**src/rtl/interconnect_link_buffer.sv**
```systemverilog
// interconnect_link_buffer: registered link connector between an upstream
// link sender and a downstream link receiver. Every physical plane gets its
// own DEPTH-entry elastic FIFO so that neither req nor ack crosses the block
// combinationally. With BYPASS=1 the block collapses to plain wires.
module interconnect_link_buffer #(
    parameter int NUM_PLANES = 4,
    parameter int TAG_WIDTH  = 3,
    parameter int WORD_WIDTH = 32,
    parameter int DEPTH      = 2,
    parameter bit BYPASS     = 1'b0,
    localparam int CW        = $clog2(DEPTH + 1)
) (
    input  logic                             clock,
    input  logic                             reset,
    input  logic [NUM_PLANES-1:0]            input_reqs,
    output logic [NUM_PLANES-1:0]            input_acks,
    input  logic [NUM_PLANES*TAG_WIDTH-1:0]  input_tag_lines,
    input  logic [NUM_PLANES*WORD_WIDTH-1:0] input_data_lines,
    output logic [NUM_PLANES-1:0]            output_reqs,
    input  logic [NUM_PLANES-1:0]            output_acks,
    output logic [NUM_PLANES*TAG_WIDTH-1:0]  output_tag_lines,
    output logic [NUM_PLANES*WORD_WIDTH-1:0] output_data_lines,
    output logic [NUM_PLANES*CW-1:0]         occupancies
);

    // One stored entry is the tag concatenated above the data word.
    localparam int EW = TAG_WIDTH + WORD_WIDTH;
    // Pointer width; a single-entry FIFO still needs a 1-bit pointer.
    localparam int PW = (DEPTH > 1) ? $clog2(DEPTH) : 1;

    if (BYPASS) begin : g_bypass
        assign output_reqs       = input_reqs;
        assign input_acks        = output_acks;
        assign output_tag_lines  = input_tag_lines;
        assign output_data_lines = input_data_lines;
        assign occupancies       = {(NUM_PLANES*CW){1'b0}};

        // Clock and reset have no function without storage.
        logic bypass_unused_s;
        assign bypass_unused_s = clock ^ reset;
    end else begin : g_buffer
        for (genvar p = 0; p < NUM_PLANES; p++) begin : g_plane
            logic [CW-1:0] count_q;
            logic [CW-1:0] count_d;
            logic [PW-1:0] head_q;
            logic [PW-1:0] head_d;
            logic [PW-1:0] tail_q;
            logic [PW-1:0] tail_d;
            logic [EW-1:0] mem_q [DEPTH];
            logic          in_ack_s;
            logic          out_req_s;
            logic          push_s;
            logic          pop_s;
            logic [EW-1:0] wr_entry_s;
            logic [EW-1:0] out_entry_s;

            // Handshake qualifiers come only from registered occupancy and reset,
            // so no req/ack path runs through the block; a full FIFO refuses
            // a push even when a pop happens in the same cycle.
            always_comb begin
                in_ack_s   = (count_q != CW'(DEPTH)) && !reset;
                out_req_s  = (count_q != {CW{1'b0}}) && !reset;
                push_s     = input_reqs[p] && in_ack_s;
                pop_s      = out_req_s && output_acks[p];
                wr_entry_s = {input_tag_lines[p*TAG_WIDTH +: TAG_WIDTH],
                              input_data_lines[p*WORD_WIDTH +: WORD_WIDTH]};
            end

            // Next occupancy and pointer values; pointers wrap at DEPTH-1 so
            // non-power-of-two depths work.
            always_comb begin
                count_d = count_q;
                head_d  = head_q;
                tail_d  = tail_q;
                if (push_s && !pop_s) begin
                    count_d = count_q + CW'(1);
                end else if (pop_s && !push_s) begin
                    count_d = count_q - CW'(1);
                end else begin
                    count_d = count_q;
                end
                if (push_s) begin
                    tail_d = (tail_q == PW'(DEPTH - 1)) ? {PW{1'b0}} : tail_q + PW'(1);
                end else begin
                    tail_d = tail_q;
                end
                if (pop_s) begin
                    head_d = (head_q == PW'(DEPTH - 1)) ? {PW{1'b0}} : head_q + PW'(1);
                end else begin
                    head_d = head_q;
                end
            end

            // Occupancy and pointer registers, cleared by the synchronous reset.
            always_ff @(posedge clock) begin
                if (reset) begin
                    count_q <= {CW{1'b0}};
                    head_q  <= {PW{1'b0}};
                    tail_q  <= {PW{1'b0}};
                end else begin
                    count_q <= count_d;
                    head_q  <= head_d;
                    tail_q  <= tail_d;
                end
            end

            // Entry storage; contents are qualified by count, so no reset needed.
            always_ff @(posedge clock) begin
                if (push_s) begin
                    mem_q[tail_q] <= wr_entry_s;
                end
            end

            // Present the head entry, or zeros when empty so idle lines are deterministic.
            always_comb begin
                out_entry_s = {EW{1'b0}};
                if (out_req_s) begin
                    out_entry_s = mem_q[head_q];
                end else begin
                    out_entry_s = {EW{1'b0}};
                end
            end

            assign input_acks[p]                                = in_ack_s;
            assign output_reqs[p]                               = out_req_s;
            assign output_tag_lines[p*TAG_WIDTH +: TAG_WIDTH]   = out_entry_s[EW-1 -: TAG_WIDTH];
            assign output_data_lines[p*WORD_WIDTH +: WORD_WIDTH] = out_entry_s[WORD_WIDTH-1:0];
            assign occupancies[p*CW +: CW]                      = reset ? {CW{1'b0}} : count_q;
        end
    end

endmodule
```
**config.mk**
```make
export PLATFORM = sky130hd
export DESIGN_NAME = interconnect_link_buffer
export DESIGN_NICKNAME = d
export VERILOG_FILES = /design/src/rtl/interconnect_link_buffer.sv
export SDC_FILE = /design/constraint.sdc
export NUM_CORES = 1
export LEC_CHECK = 0
export BUFFER_PORTS_ARGS = -buffer_cell sky130_fd_sc_hd__buf_2
export CELL_PAD_IN_SITES_DETAIL_PLACEMENT = 0
export CELL_PAD_IN_SITES_GLOBAL_PLACEMENT = 1
export CORE_UTILIZATION = 43
export DETAILED_ROUTE_END_ITERATION = 8
export GPL_ROUTABILITY_DRIVEN = 0
export HOLD_SLACK_MARGIN = 0.03
export PLACE_DENSITY = 0.79
export SLEW_MARGIN = 0
export SYNTH_ARGS = -nofsm -noshare
export SYNTH_HDL_FRONTEND = slang
export SYNTH_SLANG_ARGS = --single-unit
export TNS_END_PERCENT = 1
```
**constraint.sdc**
```tcl
create_clock -name clock -period 5.55 [get_ports clock]
set_clock_uncertainty 0.15 [all_clocks]
set_input_delay 0 -clock clock [delete_from_list [all_inputs] [get_ports clock]]
set_output_delay 0 -clock clock [all_outputs]
set_load 0.01 [all_outputs]
```
==> metrics.md <==
| Metric | Value |
|---|---|
| Status | `finished clean` |
| Syn Area/Cell | `around 16 um^2` |
| Max VDD drop | `roughly 0.25 mV` |
| CP Data Arrival Time | `between 3000 and 4000 ps` |
| Reg2Reg Setup Slack | `between 2000 and 3000 ps` |
| Final #Nets | `around 1.4k` |
| Fin. Hold Viols | `0` |
| CTS buffer count | `31` |
| Post-CTS Setup Inserts | `0` |
| Max-slew violation count | `0` |
| Relative slew margins | `roughly a quarter` |
| Count leader, synth | `edfxtp_1` |
| Register area share after synthesis | `about three quarters` |
| CTS tree | `built` |
| Max-cap violations | `0` |
| Worst path cell trace | `dlygate4sd3_1 -> buf_2 -> or2_2 -> inv_1 -> nand2_1 -> ha_1 -> or4_1 -> nand2_1` |
| CP startpoint | `reset` |
| DP Area | `13700 um^2` |
| Antenna viol nets, final | `0` |
| Drt drc | `0` |
| Synth Register Bits | `300` |
| Syn_nets | `between 800 and 900` |
| Crit path time final | `roughly 2900 ps` |
| CP required | `just under 6000 ps` |
| Worst-path fanout max | `44` |
| Ys flop type | `edfxtp_1` |
| Initial antenna violation count | `0` |
| CTS root buffer | `clkbuf_16` |
| Fmax | `between 0.3 and 0.4 GHz` |
| Number of top-level pins | `around 310` |
| Area growth from synthesis to layout | `42.4%` |
| Clk pin slew, worst setup/hold paths | `around 60 ps` |
| Peak per-stage delay on the critical path | `approximately 930 ps` |
| Layout cells sized above 1 | `38.0%` |
| Synth Warn # | `0` |
| Antenna Cells | `0` |
| Post-DP HPWL | `between 10000 and 15000 um` |
| Nature of the critical path endpoint | `register` |
| Design area | `roughly 17000 um^2` |
| Avg WL per Cell | `~16 um` |
| Rows | `60` |
| Height of the chip | `approximately 170 um` |
| Gr usage total | `17.7%` |
| Crit Path Class | `in -> reg` |
| PwrDens | `342 nW/um^2` |
| Die W | `about 170 um` |
| CP Launch Type | `primary input` |
| Vias per std cell | `about 4.6` |
| Yosys top cell by area | `edfxtp_1` |
| Cell mode on critical path | `nand2_1` |
| Vias in the first global route | `~7.8k` |
| Synth unique cells | `21` |
| Hold Crit Class | `in -> reg` |
| Ys async rst share | `0%` |
| Drt total wl | `between 20000 and 30000 um` |
| Post-synth EDFFs | `280` |
| Initial Utilization | `between 40% and 50%` |
| Launching point of the worst reg2reg path | `g_buffer.g_plane[3].count_q[0]$_SDFFE_PP0P_` |
| Worst slew pin tran | `around 1100 ps` |
| CTS Sinks | `300` |
| Die area | `between 20000 and 30000 um^2` |
| Clock Path Buffers | `3` |
| Gr ovfl total | `0` |
| First-pass GRT wire length | `between 30000 and 40000 um` |
| Syn Inst Count | `about 730` |
| Fill cell count | `1949` |
| Largest net degree at the start of global routing | `45` |
| CTS H-tree depth | `1` |
| Most frequent cells after synthesis | `280 x edfxtp_1, 140 x mux2i_1, 120 x nor2_2` |
| Yosys top cell area share | `between 70% and 80%` |
| First drt pass iteration count | `4` |
| Hold Startpoint | `input_data_lines[94]` |
| Core box area | `27100 um^2` |
| Post-layout util | `between 60 and 70%` |
| Area contributors post-synth | `edfxtp_1 70%, mux2i_1 12%, nor2_2 6.3%` |
| Final Cycle Share | `roughly half` |
| Slowest cell on crit path | `or2_2` |
| Static Leakage | `roughly 6.5 nW` |
| 1st-iter DRT viols | `slightly below 500` |
| Port bufs | `between 300 and 400` |
| # setup viols final | `0` |
| DR vias | `7686` |
| Later-pin clock latency in the skew report | `about 540 ps` |
| Setup TNS | `0 ps` |
| Post-Syn Area | `12000 um^2` |
| RSZ-0062 raised after global routing | `false` |
[critical path: cells and delay by family]
| kind | cells | cell delay (ps) |
|---|---|---|
| buffers and inverters | 3 | 1290 |
| and+or+nand+nor | 4 | 1610 |
| adders and majority gates | 1 | 250 |
[worst paths after layout]
path,cells after the start,endpoint
setup / recovery,8,g_buffer.g_plane[3].count_q[1]$_SDFFE_PP0P_
hold / removal,2,g_buffer.g_plane[2].mem_q[0][30]$_DFFE_PP_
setup reg to reg,7,g_buffer.g_plane[3].count_q[1]$_SDFFE_PP0P_
hold reg to reg,2,g_buffer.g_plane[1].tail_q$_SDFFE_PP0P_
[registers in the layout (all words and copies together) (netlist names), named ones only]
| register | count |
|---|---|
| g_buffer.g_plane.count_q | 8 |
| g_buffer.g_plane.tail_q | 4 |
| g_buffer.g_plane.mem_q | 280 |
| g_buffer.g_plane.head_q | 4 |
[logic make-up after synthesis]
logic type	share of synthesized area, %
flops	73.5
buf+inv	3.13
fa+ha+maj	0.418
xor+xnor	0.878
mux	11.7
simple gates	9.65
compound gates	0.669
[where the power goes]
part           switching [mW]  total (mW)  internal (mW)
Clock                   0.834        1.90           1.07
Sequential              0.174        2.82           2.65
Combinational           0.568        1.11          0.544
Total                    1.58        5.84           4.26
[per-stage QoR]
| stage | hold WS (ps) | total power [mW] | setup WS [ps] | instances |
|---|---|---|---|---|
| final | 30.9 | 5.84 | 2700 | 1666 |
| after floorplan | -51.1 | 3.54 | 1040 | 728 |
| after detailed placement | 41.4 | 3.84 | 2660 | 1370 |
| after global placement | 36.9 | 3.83 | 2730 | 1370 |
| after global routing | 31.3 | 6.08 | 2480 | 1666 |
| after CTS | 30.1 | 5.88 | 2650 | 1664 |
[cell usage in the layout (no fill, tap or decap)]
| cell type | instances |
|---|---|
| a21oi_1 | 4 |
| and2_1 | 4 |
| buf_2 | 305 |
| buf_4 | 9 |
| bufinv_16 | 1 |
| clkbuf_1 | 5 |
| clkbuf_16 | 31 |
| clkinv_1 | 6 |
| clkinv_2 | 8 |
| clkinv_4 | 3 |
| clkinvlp_4 | 3 |
| dfxtp_1 | 16 |
| dfxtp_2 | 4 |
| dlygate4sd3_1 | 239 |
| edfxtp_1 | 280 |
| ha_1 | 4 |
| inv_1 | 8 |
| mux2i_1 | 140 |
| nand2_1 | 8 |
| nor2_1 | 40 |
| nor2_2 | 120 |
| nor2b_1 | 12 |
| nor3_1 | 4 |
| nor4_2 | 4 |
| o21ai_0 | 12 |
| or2_2 | 4 |
| or3_1 | 4 |
| or4_1 | 4 |
| xor2_1 | 12 |
[final cells by class]
cell class / count / area (um^2) / area share, %
Clock buffer: 36 / 795 / 4.66
Multi-Input combinational cell: 376 / 2820 / 16.5
Clock inverter: 21 / 141 / 0.829
Sequential cell: 300 / 8810 / 51.7
Timing Repair Buffer: 553 / 3990 / 23.4
Tap cell: 372 / 465 / 2.73
Inverter: 8 / 30.0 / 0.176
[what timing repair did]
| item | CTS | global route |
|---|---|---|
| resized for setup | 0 | 0 |
| endpoints found under the hold margin | 335 | 2 |
| endpoints found under the setup margin | 0 | 0 |
| hold buffers | 237 | 2 |
[routing by layer]
metal / GRT usage [%] / vias up / routed length (um)
met5: 0 / - / 0
met3: 4.86 / 49 / 1880
li1: - / 3729 / -
met1: 20.3 / 3637 / 10400
met2: 31.7 / 271 / 13200
met4: 5.77 / 0 / 765
(Power assumes the default switching activity.)
